===== config.mk =====
export PLATFORM = sky130hd
export DESIGN_NAME = gates_stim_check
export DESIGN_NICKNAME = d
export VERILOG_FILES = /design/src/rtl/gates_stim_check.sv
export SDC_FILE = /design/constraint.sdc
export NUM_CORES = 1
export LEC_CHECK = 0
export CORE_ASPECT_RATIO = 0.6
export CORE_MARGIN = 2
export CORE_UTILIZATION = 25
export DETAILED_ROUTE_END_ITERATION = 8
export PLACE_DENSITY = 0.56
export SLEW_MARGIN = 25
export SYNTH_ARGS = -nofsm -noshare
export SYNTH_HDL_FRONTEND = slang
export SYNTH_SLANG_ARGS = --single-unit

===== constraint.sdc =====
create_clock -name clk_i -period 2.35 [get_ports clk_i]
set_input_delay 0.47 -clock clk_i [delete_from_list [all_inputs] [get_ports clk_i]]
set_output_delay 0.47 -clock clk_i [all_outputs]
set_load 0.005 [all_outputs]

===== src/rtl/gates_stim_check.sv =====
// BIST sequencer for the AND/XOR/OR gates stage: sweeps all four operand pairs, checks x/y/z.
// Optional fail_mask_o output is enabled by defining GATES_STIM_CHECK_FAILMASK_EN.
module gates_stim_check #(
  parameter int unsigned SETTLE_CYCLES = 2,
  parameter int unsigned PASSES        = 1
) (
  input  logic       clk_i,
  input  logic       rst_ni,
  input  logic       start_i,
  output logic       a_o,
  output logic       b_o,
  input  logic       x_i,
  input  logic       y_i,
  input  logic       z_i,
  output logic       busy_o,
  output logic       done_o,
  output logic       pass_o,
  output logic [7:0] err_count_o,
  output logic [1:0] case_idx_o,
  output logic       mismatch_o
`ifdef GATES_STIM_CHECK_FAILMASK_EN
  ,
  output logic [3:0] fail_mask_o
`endif
);

  localparam int unsigned SetW  = (SETTLE_CYCLES > 1) ? $clog2(SETTLE_CYCLES) : 1;
  localparam int unsigned PassW = (PASSES > 1) ? $clog2(PASSES) : 1;
  localparam logic [SetW-1:0]  SetLast  = SetW'(SETTLE_CYCLES - 1);
  localparam logic [PassW-1:0] PassLast = PassW'(PASSES - 1);

  typedef enum logic [2:0] {StIdle, StDrive, StSettle, StSample, StDone} state_e;

  state_e           state_q, state_d;
  logic             a_q, a_d, b_q, b_d;
  logic [7:0]       err_q, err_d;
  logic             mismatch_q, mismatch_d;
  logic [SetW-1:0]  set_cnt_q, set_cnt_d;
  logic [PassW-1:0] pass_cnt_q, pass_cnt_d;
  logic             accept, case_fail;

  assign accept    = ((state_q == StIdle) || (state_q == StDone)) && start_i;
  // One verdict per case, however many of the three bits are wrong.
  assign case_fail = ({x_i, y_i, z_i} != {a_q & b_q, a_q ^ b_q, a_q | b_q});

  always_comb begin
    state_d    = state_q;
    a_d        = a_q;
    b_d        = b_q;
    err_d      = err_q;
    mismatch_d = 1'b0;
    set_cnt_d  = set_cnt_q;
    pass_cnt_d = pass_cnt_q;
    unique case (state_q)
      StIdle, StDone: begin
        if (accept) begin
          state_d    = StDrive;
          a_d        = 1'b0;
          b_d        = 1'b0;
          err_d      = 8'd0;
          pass_cnt_d = '0;
        end
      end
      StDrive: begin
        set_cnt_d = '0;
        state_d   = (SETTLE_CYCLES == 0) ? StSample : StSettle;
      end
      StSettle: begin
        if (set_cnt_q == SetLast) state_d = StSample;
        else                      set_cnt_d = set_cnt_q + SetW'(1);
      end
      StSample: begin
        if (case_fail) begin
          mismatch_d = 1'b1;
          if (err_q != 8'hFF) err_d = err_q + 8'd1;
        end
        state_d = StDrive;
        if ({b_q, a_q} == 2'd3) begin
          if (pass_cnt_q == PassLast) begin
            state_d = StDone;
          end else begin
            pass_cnt_d = pass_cnt_q + PassW'(1);
            a_d        = 1'b0;
            b_d        = 1'b0;
          end
        end else begin
          // Inner loop on a, outer on b.
          a_d = ~a_q;
          b_d = b_q ^ a_q;
        end
      end
      default: state_d = StIdle;
    endcase
  end

  always_ff @(posedge clk_i) begin
    if (!rst_ni) begin
      state_q    <= StIdle;
      a_q        <= 1'b0;
      b_q        <= 1'b0;
      err_q      <= 8'd0;
      mismatch_q <= 1'b0;
      set_cnt_q  <= '0;
      pass_cnt_q <= '0;
    end else begin
      state_q    <= state_d;
      a_q        <= a_d;
      b_q        <= b_d;
      err_q      <= err_d;
      mismatch_q <= mismatch_d;
      set_cnt_q  <= set_cnt_d;
      pass_cnt_q <= pass_cnt_d;
    end
  end

`ifdef GATES_STIM_CHECK_FAILMASK_EN
  logic [3:0] fail_mask_q, fail_mask_d;

  always_comb begin
    fail_mask_d = fail_mask_q;
    if (accept) begin
      fail_mask_d = 4'd0;
    end else if ((state_q == StSample) && case_fail) begin
      fail_mask_d[{b_q, a_q}] = 1'b1;
    end
  end

  always_ff @(posedge clk_i) begin
    if (!rst_ni) fail_mask_q <= 4'd0;
    else         fail_mask_q <= fail_mask_d;
  end

  assign fail_mask_o = fail_mask_q;
`endif

  assign a_o         = a_q;
  assign b_o         = b_q;
  assign busy_o      = (state_q == StDrive) || (state_q == StSettle) || (state_q == StSample);
  assign done_o      = (state_q == StDone);
  assign pass_o      = done_o && (err_q == 8'd0);
  assign err_count_o = err_q;
  assign case_idx_o  = {b_q, a_q};
  assign mismatch_o  = mismatch_q;

endmodule


==> flow_summary_export.csv <==
group,metric,value,unit
layout,stdcell_count,180,
flow_run,drv_cap,0,
grt,grt_max_degree,12,
yosys,synth_area,940,sq um
timing,finalSetupViolations,0,
timing,tns,0,ps
pwr,power_density,453,nW/um^2
layout,syn_to_final_growth,30.8,%
layout,finalInstanceArea,1230,sq um
timing,max_slew.worst_pin.slew,459,ps
routing,wl_per_cell,13.4,um
timing,finalWorstSetupSlack,168,ps
timing,slew_headroom,69.2,%
yosys,netlist.area_leader.share,32.0,%
worst_setup_path,reg2regPathDepth,6,
layout,n_antenna_cell,0,
floorplanning,ioPinCount,22,
yosys,synth_edf_count,0,
clocking,path_clk_slew,60,ps
worst_setup_path,cp-end-kind,"output pin",
worst_setup_path,cp_cell_sequence,"nor2_2, nand2_1, inv_1, nand4_1, nor4_1, clkdlybuf4s50_1",
yosys,yosys-top-cells-area,"dfxtp_1 (32%), ha_1 (5.3%), nand3_1 (5.3%)",
routing,vias,888,
grt,grtUsageTotal,11.9,%
yosys,yosysSeqAreaShare,32.0,%
clocking,cts_sinks,15,
place,routabilityCongestion,0.853,
pwr,p_leak,0.416,nW
routing,routed_wl,2.40,mm
routing,drc,0,
place,preCtsSetupSlack,373,ps
yosys,async_flop_share,0,%
yosys,syn-num-nets,124,
timing,drv_slew,0,
layout,final_util,33.8,%
place,dp.cells,176,
grt,grt_pass1_vias,802,
worst_setup_path,crit_required,1880,ps
clocking,clock_latency,250,ps
clocking,postCtsHoldBufs,0,
routing,drt-vias-per-instance,4.93,
floorplanning,start_util,25.8,%
worst_setup_path,start_kind,"flop",
floorplanning,die_w,83.1,um
clocking,htreeDepth,1,
timing,fmaxAchievable,0.458,GHz
worst_setup_path,slowest_stage,"clkdlybuf4s50_1",
timing,rsz0062_at_grt,"false",
floorplanning,rows,17,
grt,grt_pass1_wl,3.95,mm
worst_setup_path,worstSetupPathType,"reg -> out",
worst_hold_path,min_path_cells,2,
yosys,synth_top_cell_by_area,"dfxtp_1",
yosys,yosysUniqueCellTypes,39,
grt,antenna_found_initial,0,
worst_hold_path,worstHoldPathType,"reg -> reg",
layout,final_nets,144,
clocking,numCtsBuffers,3,
clocking,cts_root_buf,"clkbuf_8",
yosys,synth_flop_cell,"dfxtp_1",
yosys,synthCells,114,
timing,period_needed,2180,ps
floorplanning,die_height,51.5,um
routing,drt_pass1_iterations,4,
worst_setup_path,crit_arrival,1710,ps
routing,drtAntennaViolNets,0,
worst_setup_path,slowest_delay,540,ps
layout,layout-drive-gt1-share,9.77,%
place,io_buffer_count,21,
timing,post-route-period-util,92.9,%
pwr,vdd_drop_max,0.000136,V
timing,hold_viol_final,0,
routing,drtIter0Drc,41,
yosys,ys_warn_count,0,
place,place_area,1180,sq um
timing,fin_skew,0.376,ps
worst_setup_path,crit_fanout,8,
floorplanning,core_area,3640,sq um
clocking,clockBufferDepth,2,
clocking,cts_tree,"built",
grt,overflow,0,
yosys,postSynthRegisterBits,15,
floorplanning,dieArea,4280,sq um
place,hpwlAfterDp,1.80,mm
yosys,post_synth.cell_area_avg,8.24,sq um
status,status,"complete, no violations",
-- worst max-delay path, delay by kind of cell (launching register included) --
family        cells  cell delay [ps]
simple gates      4              460
buf+inv           2              640
flops             1              360
-- per-stage QoR --
stage	power (mW)	hold WS, ps
finish	0.557	505
CTS	0.564	508
detailed placement	0.349	496
floorplan	0.322	463
global placement	0.346	487
global route	0.593	537
-- power by group --
part,switching [mW],total [mW],internal [mW]
registers,0.0128,0.275,0.263
clock network,0.0909,0.211,0.120
logic,0.0355,0.0707,0.0352
-- cells in the mapped netlist, types with 3 or more instances --
master	number
inv_1	9
o21ai_0	3
a21oi_1	3
nand3_1	10
nor3_1	5
dfxtp_1	15
ha_1	4
buf_2	3
o21ai_1	5
buf_4	3
nor2_1	7
a21boi_1	4
nand2_1	10
-- state kept, by name, summed over array words and instances, names as in the netlist --
name and cells:
b_o 1, a_o 1, set_cnt_q 1, err_count_o 8
mismatch_o 1, state_q 3
-- logic make-up (layout without fill, tap and decap cells) --
| family | Yosys count | after routing | share of synthesized area (%) |
|---|---|---|---|
| XOR/XNOR | 4 | 4 | 5.33 |
| AND/OR/NAND/NOR | 43 | 43 | 23.0 |
| multiplexers | 2 | 2 | 2.13 |
| AO/OA/AOI/OAI | 29 | 29 | 23.8 |
| adder cells (fa/ha/maj) | 4 | 4 | 5.33 |
| buffers and inverters | 17 | 36 | 8.39 |
| flip-flops | 15 | 15 | 32.0 |
-- final timing paths --
| check | startpoint | end | slack (ps) |
|---|---|---|---|
| hold / removal | set_cnt_q | set_cnt_q | 500 |
| setup / recovery | state_q[1] | pass_o | 170 |
| hold reg to reg | set_cnt_q | set_cnt_q | 500 |
| setup reg to reg | a_o | err_count_o[0] | 490 |
-- layer usage --
metal	vias to the layer above	global-route usage (%)	part of all wire, %
li1	450	-	-
met2	28	19.4	44
met5	-	0	0
met4	0	2.46	0.71
met3	2	3.33	5.0
met1	408	16.0	50
-- cells in the final DEF (no fill, tap or decap), types with 2 or more instances in the layout --
cell,Yosys,routed
buf_4,3,2
nor3_1,5,5
nand3_1,10,10
clkbuf_8,0,3
nand4_1,2,2
nand2_1,10,10
ha_1,4,4
clkdlybuf4s50_1,0,21
inv_1,9,9
mux2i_1,2,2
xor2_1,2,2
dfxtp_2,0,2
nor2_1,7,6
o21ai_0,3,3
a31oi_1,2,2
a21boi_1,4,4
o2111a_1,2,2
and3_1,2,2
o21ai_1,5,5
dfxtp_1,15,13
a21oi_1,3,3
-- cell type report --
class	instances	area, sq um
Tap cell	47	58.8
Inverter	9	33.8
Fill cell	371	2410
Multi-Input combinational cell	82	563
Sequential cell	15	303
Clock buffer	4	45.0
Timing Repair Buffer	23	225
-- what timing repair did --
action / CTS / global route
setup endpoints to repair: 0 / 1
resized for setup: 0 / 3
setup buffers: 0 / 0
No activity file was read; power rests on OpenSTA's default activity.
